### src/rtl/rect_fill_drawer.sv
// Solid-colour rectangle rasteriser: clips one request to the visible screen and
// emits one registered pixel write per clock, followed by a one-cycle done pulse.
module rect_fill_drawer #(
  parameter int unsigned X_MAX = 159,
  parameter int unsigned Y_MAX = 119
) (
  input  logic        CLOCK_50,
  input  logic        resetn,
  input  logic        start,
  input  logic [7:0]  x0,
  input  logic [6:0]  y0,
  input  logic [7:0]  width,
  input  logic [6:0]  height,
  input  logic [23:0] color,
  output logic        busy,
  output logic        done,
  output logic [7:0]  VGA_X,
  output logic [6:0]  VGA_Y,
  output logic [23:0] VGA_COLOR,
  output logic        plot
);

  typedef enum logic [1:0] {
    S_IDLE,
    S_DRAW,
    S_DONE
  } state_t;

  localparam logic [8:0] X_LAST = 9'(X_MAX);
  localparam logic [8:0] Y_LAST = 9'(Y_MAX);

  state_t      state_q, state_d;
  logic [7:0]  x0_q, x0_d;
  logic [6:0]  y0_q, y0_d;
  logic [23:0] color_q, color_d;
  logic [8:0]  ew_q, ew_d;
  logic [8:0]  eh_q, eh_d;
  logic [7:0]  cx_q, cx_d;
  logic [6:0]  cy_q, cy_d;
  logic        busy_q, busy_d;
  logic        done_q, done_d;
  logic        plot_q, plot_d;
  logic [7:0]  vga_x_q, vga_x_d;
  logic [6:0]  vga_y_q, vga_y_d;
  logic [23:0] vga_c_q, vga_c_d;

  logic [8:0]  x_room, y_room;
  logic [8:0]  ew_c, eh_c;
  logic        last_col, last_row;

  // Clipped extent of the incoming request, in 9 bits so X_MAX+1 cannot wrap.
  always_comb begin
    x_room = X_LAST + 9'd1 - {1'b0, x0};
    y_room = Y_LAST + 9'd1 - {2'b00, y0};
    if ({1'b0, x0} > X_LAST)
      ew_c = '0;
    else if ({1'b0, width} < x_room)
      ew_c = {1'b0, width};
    else
      ew_c = x_room;
    if ({2'b00, y0} > Y_LAST)
      eh_c = '0;
    else if ({2'b00, height} < y_room)
      eh_c = {2'b00, height};
    else
      eh_c = y_room;
  end

  assign last_col = ({1'b0, cx_q} == (ew_q - 9'd1));
  assign last_row = ({2'b00, cy_q} == (eh_q - 9'd1));

  always_comb begin
    state_d = state_q;
    x0_d    = x0_q;
    y0_d    = y0_q;
    color_d = color_q;
    ew_d    = ew_q;
    eh_d    = eh_q;
    cx_d    = cx_q;
    cy_d    = cy_q;
    busy_d  = busy_q;
    done_d  = 1'b0;
    plot_d  = 1'b0;
    vga_x_d = vga_x_q;
    vga_y_d = vga_y_q;
    vga_c_d = vga_c_q;
    unique case (state_q)
      S_IDLE: begin
        busy_d = start;
        if (start) begin
          x0_d    = x0;
          y0_d    = y0;
          color_d = color;
          ew_d    = ew_c;
          eh_d    = eh_c;
          cx_d    = '0;
          cy_d    = '0;
          state_d = (ew_c != '0 && eh_c != '0) ? S_DRAW : S_DONE;
        end
      end
      S_DRAW: begin
        plot_d  = 1'b1;
        vga_x_d = x0_q + cx_q;
        vga_y_d = y0_q + cy_q;
        vga_c_d = color_q;
        if (last_col) begin
          cx_d = '0;
          if (last_row)
            state_d = S_DONE;
          else
            cy_d = cy_q + 7'd1;
        end else begin
          cx_d = cx_q + 8'd1;
        end
      end
      S_DONE: begin
        done_d  = 1'b1;
        state_d = S_IDLE;
      end
      default: state_d = S_IDLE;
    endcase
  end

  always_ff @(posedge CLOCK_50) begin
    if (!resetn) begin
      state_q <= S_IDLE;
      x0_q    <= '0;
      y0_q    <= '0;
      color_q <= '0;
      ew_q    <= '0;
      eh_q    <= '0;
      cx_q    <= '0;
      cy_q    <= '0;
      busy_q  <= 1'b0;
      done_q  <= 1'b0;
      plot_q  <= 1'b0;
      vga_x_q <= '0;
      vga_y_q <= '0;
      vga_c_q <= '0;
    end else begin
      state_q <= state_d;
      x0_q    <= x0_d;
      y0_q    <= y0_d;
      color_q <= color_d;
      ew_q    <= ew_d;
      eh_q    <= eh_d;
      cx_q    <= cx_d;
      cy_q    <= cy_d;
      busy_q  <= busy_d;
      done_q  <= done_d;
      plot_q  <= plot_d;
      vga_x_q <= vga_x_d;
      vga_y_q <= vga_y_d;
      vga_c_q <= vga_c_d;
    end
  end

  assign busy      = busy_q;
  assign done      = done_q;
  assign plot      = plot_q;
  assign VGA_X     = vga_x_q;
  assign VGA_Y     = vga_y_q;
  assign VGA_COLOR = vga_c_q;

endmodule

### config.mk
export PLATFORM = sky130hd
export DESIGN_NAME = rect_fill_drawer
export DESIGN_NICKNAME = d
export VERILOG_FILES = /design/src/rtl/rect_fill_drawer.sv
export SDC_FILE = /design/constraint.sdc
export NUM_CORES = 1
export LEC_CHECK = 0
export CAP_MARGIN = 10
export CELL_PAD_IN_SITES_DETAIL_PLACEMENT = 1
export CELL_PAD_IN_SITES_GLOBAL_PLACEMENT = 2
export CORE_ASPECT_RATIO = 2
export CORE_MARGIN = 8
export CORE_UTILIZATION = 32
export CTS_CLUSTER_DIAMETER = 150
export CTS_CLUSTER_SIZE = 30
export DETAILED_ROUTE_END_ITERATION = 12
export PLACE_DENSITY = 0.8
export RECOVER_POWER = 100
export SYNTH_ARGS = -nofsm -noshare
export SYNTH_HDL_FRONTEND = slang
export SYNTH_SLANG_ARGS = --single-unit
### constraint.sdc
create_clock -name CLOCK_50 -period 4 [get_ports CLOCK_50]
set_input_delay 0.8 -clock CLOCK_50 [delete_from_list [all_inputs] [get_ports CLOCK_50]]
set_output_delay 0.8 -clock CLOCK_50 [all_outputs]
set_load 0.03 [all_outputs]
# Word level (Yosys, flattened, before mapping)
# Index checks and enable logic that the tools add are counted.
# totals
word_cells	61
input_bits	57
register_bits	116
out_inout_bits	42
# op_classes
n_mux	18
order_cmp	4
n_addsub	8
n_eq_ne	8
n_reduce_logical	9
# ops
op	n
2-to-1 mux 9 bit	4
2-to-1 mux 7 bit	3
nonzero test 9 bit	2
subtractor 9 x 1 -> 9 bit (second input constant)	2
2-to-1 mux 8 bit	2
one-hot mux 8 bit (2 select lines)	1
one-hot mux 7 bit (2 select lines)	1
== test 7 x 9 -> 1 bit	1
== test 8 x 9 -> 1 bit	1
less-than comparator 7 x 9 -> 1 bit	1
less-than comparator 8 x 9 -> 1 bit	1
subtractor 8 x 8 -> 9 bit (first input constant)	1
adder 8 x 1 -> 8 bit (second input constant)	1
adder 8 bit	1
> comparator 8 bit (second input constant)	1
2-to-1 mux 2 bit	4
!= test 2 bit (second input constant)	4
subtractor 7 x 7 -> 8 bit (first input constant)	1
adder 7 x 1 -> 7 bit (second input constant)	1
adder 7 bit	1
> comparator 7 bit (second input constant)	1
one-hot mux 2 bit (2 select lines)	1
AND reduction 2 bit	2
AND reduction 4 bit	1
other kinds (7)	8

# Logic depth before layout (Yosys ltp)
# Gate-level depths: netlist (run 1).
# depth
depth_word	9
depth_mapped	14
depth_no_buf	13

# Least setup slack after synthesis (run 1)
# OpenSTA, ideal clock, no wires.
# synth_path
kind	input -> register
start	in x0[0]
end	reg state_q[0]
t_arrival_ps	3628
cell_stages	12
required_time_ps	3876
path_buffers	0
setup_slack_ps	248
setup_ps	124
path_cell_list	or4_1 -> o21a_1 -> or3_1 -> and2_1 -> ha_1 -> nand4_1 -> nor2_1 -> a211o_1 -> o21a_1 -> o221a_2 -> a221o_1 -> o311a_2
# synth_between
elab_chain_cells	9
word_cells_on_any_way	10
classes_between	1 x add/sub; 2 x order compare; 5 x mux; 2 x reduce/logical
# synth_lines
item	line_no	rtl
start: declaration	10	input logic [7:0] x0,
subtractor 8 x 8 -> 9 bit	53	x_room = X_LAST + 9'd1 - {1'b0, x0};
less-than comparator 8 x 9 -> 1 bit	57	else if ({1'b0, width} < x_room)
2-to-1 mux 9 bit	57	
2-to-1 mux 9 bit (*)	55	if ({1'b0, x0} > X_LAST)
nonzero test 9 bit (*)	98	state_d = (ew_c != '0 && eh_c != '0) ? S_DRAW : S_DONE;
logical AND 1 bit (*)	98	
2-to-1 mux 2 bit (*)	98	
2-to-1 mux 2 bit (*)	90	if (start) begin
one-hot mux 2 bit (2 select lines) (*)	87	unique case (state_q)
end signal: assignment	141	state_q <= state_d;
end: declaration	32	state_t state_q, state_d;
# Every way passes the cells marked *; elsewhere a longest branch is shown, timed or not. The select of a mux whose other input is x is not followed.
# A chain may end at the register's enable or synchronous reset.

# Worst setup path after layout (run 1)
# Ends and elaborated chain as after synthesis.

==> flow_metrics.env, run 1 <==
export IMPL_required_ns=4.29
export IMPL_p_switching_w=0.000996
export IMPL_synthCells=686
export IMPL_synth_main_ff_cell="dfxtp_1"
export IMPL_end_kind="flip-flop"
export IMPL_post_route_period_util_pct=97.8
export IMPL_start_util_pct=32.2
export IMPL_finalHoldViolations=0
export IMPL_coreArea_mm2=0.0181
export IMPL_ys_seq_elements=115
export IMPL_yosys_warnings=0
export IMPL_whs_ns=0.451
export IMPL_grt_max_degree=44
export IMPL_wl_per_cell_um=18.1
export IMPL_io_pins=99
export IMPL_switching_share_pct=28.1
export IMPL_pwr_share_seq_pct=36.6
export IMPL_dieArea_mm2=0.0231
export IMPL_nFillCells=2137
export IMPL_synth_top_family_by_area="compound AO/OA/AOI/OAI gates"
export IMPL_hp_class="flip-flop to flip-flop"
export IMPL_tritoncts="done"
export IMPL_synth_nets=778
export IMPL_drc_errors=0
export IMPL_holdBufCountCts=0
export IMPL_ir_worst_vdd_mv=0.341
export IMPL_diodes=0
export IMPL_period_needed_ns=3.91
export IMPL_rsz0062_at_grt="false"
export IMPL_synth_fa_ha_area_share_pct=7.76
export IMPL_fmax_mhz=256
export IMPL_drt_wl_total_mm=18.7
export IMPL_slew_violations=42
export IMPL_tightestPinTransition_ns=1.98
export IMPL_multi_input_area_mm2=0.00331
export IMPL_clockPowerShare_pct=44.0
export IMPL_portBuffers=98
export IMPL_worstPathArrival_ns=4.21
export IMPL_clkSlewWorstSetupHoldPaths_ns=0.05
export IMPL_place_ws_ns=-0.453
export IMPL_setup_viol=0
export IMPL_layout_drive_gt1_share_pct=9.19
export IMPL_drt_initial_drc_count=192
export IMPL_synthXorXnorAreaFrac_pct=4.50
export IMPL_crit_type="input port to flip-flop"
export IMPL_slew_headroom_pct=-31.9
export IMPL_clockRootBuffer="clkbuf_16"
export IMPL_htree_num_levels=4
export IMPL_grt_total_usage_pct=16.6
export IMPL_synth_compound_gate_area_share_pct=24.1
export IMPL_final_cell_mix="dfxtp_1 (115), nand2_1 (104), a21oi_1 (65), clkdlybuf4s50_1 (55), dlygate4sd3_1 (43)"
export IMPL_synth_seq_area_share_pct=39.4
export IMPL_via_per_inst=5.38
export IMPL_first_global_vias=6084
export IMPL_synth_distinct_cells=71
export IMPL_synth_edf_count=0
export IMPL_start_kind="input port"
export IMPL_final_common_cell="dfxtp_1"
export IMPL_drv_cap=1
export IMPL_combinationalPowerShare_pct=19.4
export IMPL_p_int_w=0.00255
export IMPL_clock_sinks=115
export IMPL_synth_mux_area_share_pct=0.514
export IMPL_die_x_um=112
export IMPL_clockBufferDepth=2
export IMPL_place_congestion=0.870
export IMPL_fin_ws_ns=0.0862
export IMPL_finalNetCount=896
export IMPL_vias=5549
export IMPL_syn_area_mm2=0.00584
export IMPL_worst_clock_skew_ns=0.00648
export IMPL_rows=70
export IMPL_drt_pass1_iterations=4
export IMPL_p_leak_nw=3.16
export IMPL_setup_tns_ns=0
export IMPL_cts_made_buffers=17
export IMPL_status="finished, violations left"
export IMPL_syn_area_per_cell_um2=8.51
export IMPL_dpl_hpwl_mm=14.7
export IMPL_violations="max-capacitance violations, max-slew violations"
export IMPL_area_delta_synth_final_pct=34.0
export IMPL_antenna_found_initial=0
export IMPL_clock_latency_ns=0.41
export IMPL_synthSimpleGateAreaFrac_pct=19.5
export IMPL_ys_async_sr_fraction_pct=0
export IMPL_power_density_mw_per_mm2=454
export IMPL_grt_pass1_wl_mm=31.1
export IMPL_die_y_um=207
export IMPL_antenna_left=0
export IMPL_seq_area_mm2=0.00230
export IMPL_cp_max_fo=3
export IMPL_grt_ovfl_total=0
-- per-layer routing --
metal | track usage [%] | routed length, um | up-vias
li1 | - | - | 2712
met1 | 16.4 | 7370 | 2698
met2 | 32.1 | 10300 | 109
met3 | 2.77 | 515 | 30
met4 | 8.22 | 549 | 0
met5 | 0 | 0 | -
-- worst paths after layout --
| path | depth (start not counted) | slack, ns | to | startpoint |
|---|---|---|---|---|
| worst min register to register | 2 | 0.45 | VGA_X[5] | VGA_X[5] |
| worst min-delay path | 2 | 0.45 | VGA_X[5] | VGA_X[5] |
| worst max register to register | 9 | 0.99 | cy_q[2] | ew_q[0] |
| worst max-delay path | 13 | 0.09 | state_q[0] | x0[0] |
-- per-stage QoR --
stage	power (W)	utilization, %	cell area [um2]	std cells
after floorplan	0.00173	-	5840	686
after global placement	0.00201	39.9	7230	1000
after detailed placement	0.00204	39.9	7230	1000
after CTS	0.00362	43.3	7850	1031
after global routing	0.00371	43.1	7820	1032
final	0.00355	43.1	7820	1032
-- synth_stat cells, drive strengths merged (3+ instances only) --
cell type	count	share of area [%]
nand3b	4	0.51
or3	3	0.32
xnor2	22	3.3
nand2b	11	1.2
a21oi	66	5.7
o21bai	3	0.39
buf	5	0.51
nand2	104	6.7
a21o	5	0.64
o31ai	6	0.86
and2	5	0.54
xor2	8	1.2
nor4	6	0.86
or2	5	0.54
nor2	39	2.6
o21ai	33	2.8
clkbuf	25	1.6
nand3	7	0.60
and3	7	0.75
inv	32	2.1
a32o	3	0.51
nor3	15	1.4
nor2b	5	0.54
a21boi	8	1.0
o21a	4	0.51
ha	33	7.1
a31oi	5	0.54
dfxtp	115	39
mux2i	3	0.51
or4	8	1.2
a22o	39	5.9
a211oi	11	1.5
o2111ai	5	0.75
nand4	5	0.54
-- what timing repair did --
action	4_1_cts	5_1_grt
setup endpoints to repair	1	2
pin swaps	0	3
resized for setup	1	3
setup buffers	0	1
-- critical path, stage by stage --
cell and delay (ns):
clkdlybuf4s50_1 0.42, or4_4 0.55, o21a_1 0.23, or3_4 0.33
and2_1 0.17, ha_1 0.29, nand4_1 0.12, nor2_1 0.05
a211o_1 0.30, o21a_1 0.20, o221a_2 0.29, a221o_1 0.32
o311a_2 0.12
-- layout make-up --
type                            count  share of cell area (%)
Multi-Input combinational cell    509                    42.3
Sequential cell                   115                    29.4
Timing Repair Buffer              129                    15.4
Clock buffer                       21                    6.14
Tap cell                          216                    3.46
Clock inverter                     10                    1.66
Inverter                           32                    1.54
-- power groups by stage --
stage / logic (W) / registers [W] / clock network (W)
after floorplan: 0.000389 / 0.00134 / 0
after global placement: 0.000686 / 0.00132 / 0
after detailed placement: 0.000712 / 0.00133 / 0
after CTS: 0.000719 / 0.00130 / 0.00160
after global routing: 0.000763 / 0.00131 / 0.00164
final: 0.000690 / 0.00130 / 0.00156
-- flip-flops by register name (all words and copies together) (netlist names) --
| register | cells |
|---|---|
| VGA_Y | 7 |
| done | 1 |
| cx_q | 8 |
| y0_q | 7 |
| color_q | 24 |
| state_q | 2 |
| plot | 1 |
| VGA_X | 8 |
| busy | 1 |
| VGA_COLOR | 24 |
| cy_q | 7 |
| eh_q | 8 |
| x0_q | 8 |
| ew_q | 9 |
-- cell families (layout without fill, tap and decap cells) --
kind of cell	after synthesis	after routing
simple gates	233	233
compound gates	208	208
fa+ha+maj	35	35
flops	115	115
mux	3	3
xor+xnor	30	30
buf+inv	62	192
No activity file was read; power rests on OpenSTA's default activity.
==> run 2: changes to the inputs <==
--- a/config.mk
+++ b/config.mk
@@ -9,13 +9,13 @@
 export CELL_PAD_IN_SITES_DETAIL_PLACEMENT = 1
 export CELL_PAD_IN_SITES_GLOBAL_PLACEMENT = 2
 export CORE_ASPECT_RATIO = 2
-export CORE_MARGIN = 8
 export CORE_UTILIZATION = 32
 export CTS_CLUSTER_DIAMETER = 150
 export CTS_CLUSTER_SIZE = 30
 export DETAILED_ROUTE_END_ITERATION = 12
 export PLACE_DENSITY = 0.8
 export RECOVER_POWER = 100
+export SETUP_SLACK_MARGIN = 0.2
 export SYNTH_ARGS = -nofsm -noshare
 export SYNTH_HDL_FRONTEND = slang
 export SYNTH_SLANG_ARGS = --single-unit
==> flow_metrics.env, run 2 (synthesis gave the netlist of run 1 again) <==
export IMPL_required_ns=4.30
export IMPL_ir_worst_vdd_mv=0.272
export IMPL_drt_initial_drc_count=135
export IMPL_drt_pass1_iterations=4
export IMPL_whs_ns=0.448
export IMPL_rsz0062_at_grt="false"
export IMPL_finalInstanceArea_mm2=0.00796
export IMPL_tightestPinTransition_ns=1.98
export IMPL_p_int_w=0.00263
export IMPL_slew_headroom_pct=-32.1
export IMPL_nFillCells=2088
export IMPL_worstPathArrival_ns=4.07
export IMPL_place_congestion=0.872
export IMPL_via_per_inst=5.33
export IMPL_dieArea_mm2=0.0188
export IMPL_cpMaxStageDelayCell="or4_4"
export IMPL_drv_cap=1
export IMPL_fmax_mhz=266
export IMPL_post_route_period_util_pct=94.1
export IMPL_multi_input_area_mm2=0.00337
export IMPL_hp_class="flip-flop to flip-flop"
export IMPL_clock_sinks=115
export IMPL_worst_clock_skew_ns=0.00711
export IMPL_io_pins=99
export IMPL_final_common_cell="dfxtp_1"
export IMPL_cp_max_fo=13
export IMPL_dpl_hpwl_mm=13.8
export IMPL_p_leak_nw=3.24
export IMPL_cts_made_buffers=17
export IMPL_grt_pass1_wl_mm=30.0
export IMPL_finalNetCount=902
export IMPL_combinationalPowerShare_pct=18.9
export IMPL_htree_num_levels=4
export IMPL_crit_type="input port to flip-flop"
export IMPL_setup_viol=0
export IMPL_drc_errors=0
export IMPL_power_density_mw_per_mm2=463
export IMPL_die_x_um=97.5
export IMPL_slew_violations=42
export IMPL_grt_max_degree=42
export IMPL_wl_per_cell_um=17.5
export IMPL_clockRootBuffer="clkbuf_16"
export IMPL_die_y_um=193
export IMPL_antenna_left=0
export IMPL_vias=5517
export IMPL_rows=69
export IMPL_layout_drive_gt1_share_pct=11.1
export IMPL_placedCellCount=999
export IMPL_end_kind="flip-flop"
export IMPL_pwr_share_seq_pct=35.2
export IMPL_worstPathCellList="clkdlybuf4s50_1 -> or4_4 -> o21a_1 -> or3_4 -> and2_4 -> ha_4 -> nand4_1 -> buf_4 -> a211oi_4 -> clkbuf_4 -> o21ai_0 -> clkbuf_2 -> clkbuf_4 -> a21oi_1 -> o21ai_0"
export IMPL_seq_area_mm2=0.00230
export IMPL_grt_ovfl_total=0
export IMPL_slowest_delay_ns=0.43
export IMPL_start_util_pct=32.8
export IMPL_portBuffers=98
export IMPL_clkSlewWorstSetupHoldPaths_ns=0.06
export IMPL_clockPowerShare_pct=45.9
export IMPL_finalHoldViolations=0
export IMPL_diodes=0
export IMPL_start_kind="input port"
export IMPL_holdBufCountCts=0
export IMPL_antenna_found_initial=0
export IMPL_status="finished, violations left"
export IMPL_clockBufferDepth=2
export IMPL_grt_total_usage_pct=20.0
export IMPL_area_delta_synth_final_pct=36.4
export IMPL_first_global_vias=6096
export IMPL_period_needed_ns=3.76
export IMPL_coreArea_mm2=0.0178
export IMPL_violations="max-capacitance violations, max-slew violations"
export IMPL_switching_share_pct=28.6
export IMPL_final_cell_mix="dfxtp_1 (115), nand2_1 (104), a21oi_1 (65), clkdlybuf4s50_1 (51), dlygate4sd3_1 (44)"
export IMPL_dpl_instance_area_mm2=0.00723
export IMPL_p_switching_w=0.00105
export IMPL_drt_wl_total_mm=18.1
export IMPL_final_core_util_pct=44.8
export IMPL_final_cells=1036
export IMPL_clock_latency_ns=0.42
export IMPL_tritoncts="done"
## run 2: cell types whose count changed in the layout (fill, tap and decap cells not counted), moves of 3 or more
cell	previous run	this run
buf_4	25	30
clkbuf_8	4	0
clkdlybuf4s50_1	55	51
clkinv_2	5	1
clkinv_4	0	4
dlymetal6s2s_1	0	3
## run 2: repair_timing
item | CTS | global route
setup endpoints to repair | 2 | 7
buffers inserted | 1 | 4
gates resized for setup | 4 | 13
hold endpoints to repair | 0 | 0
pin swaps | 4 | 9
## run 2: power by group through the flow
stage / Combinational (W) / Sequential [W] / Clock (W)
detailed placement: 0.000704 / 0.00132 / 0
global route: 0.000767 / 0.00131 / 0.00179
CTS: 0.000713 / 0.00130 / 0.00173
finish: 0.000696 / 0.00130 / 0.00169
global placement: 0.000681 / 0.00132 / 0
floorplan: 0.000389 / 0.00134 / 0
## run 2: layer usage
metal	vias up	GRT usage, %	part of all wire [%]
met5	-	0	0
met4	0	9.28	2.8
met3	29	3.10	2.7
met2	102	39.7	55
met1	2660	20.1	39
li1	2726	-	-
## run 2: worst paths after layout
| kind | from | to | slack, ns | cells past startpoint |
|---|---|---|---|---|
| max | x0[3] | ew_q[6] | 0.24 | 15 |
| max reg2reg | ew_q[0] | cy_q[2] | 0.87 | 9 |
| min reg2reg | VGA_Y[2] | VGA_Y[2] | 0.45 | 2 |
| min | VGA_Y[2] | VGA_Y[2] | 0.45 | 2 |
## run 2: critical path, delay by kind of cell
kind,cells,cell delay [ns]
AOI/OAI and AO/OA,5,0.74
adders and majority gates,1,0.26
buffers and inverters,5,1.20
and+or+nand+nor,4,1.06
## run 2: layout make-up
class / count / area share, %
Clock inverter: 15 / 2.89
Tap cell: 213 / 3.35
Clock buffer: 17 / 5.34
Multi-Input combinational cell: 509 / 42.3
Sequential cell: 115 / 28.9
Timing Repair Buffer: 135 / 15.7
Inverter: 32 / 1.51
## run 2: per-stage QoR
step | setup TNS (ns) | power (W) | setup WS, ns
6_report | 0 | 0.00368 | 0.236
3_5_place_dp | -1.89 | 0.00203 | -0.397
3_3_place_gp | -0.999 | 0.00200 | -0.290
5_1_grt | 0 | 0.00386 | 0.0552
4_1_cts | 0 | 0.00374 | 0.255
2_1_floorplan | 0 | 0.00173 | 0.248
==> run 3: changes to the inputs <==
--- a/config.mk
+++ b/config.mk
@@ -5,7 +5,7 @@
 export SDC_FILE = /design/constraint.sdc
 export NUM_CORES = 1
 export LEC_CHECK = 0
-export CAP_MARGIN = 10
+export CAP_MARGIN = 20
 export CELL_PAD_IN_SITES_DETAIL_PLACEMENT = 1
 export CELL_PAD_IN_SITES_GLOBAL_PLACEMENT = 2
 export CORE_ASPECT_RATIO = 2
==> results of run 3 <==
The final DEF is identical to that of run 2; final timing and power are the same.
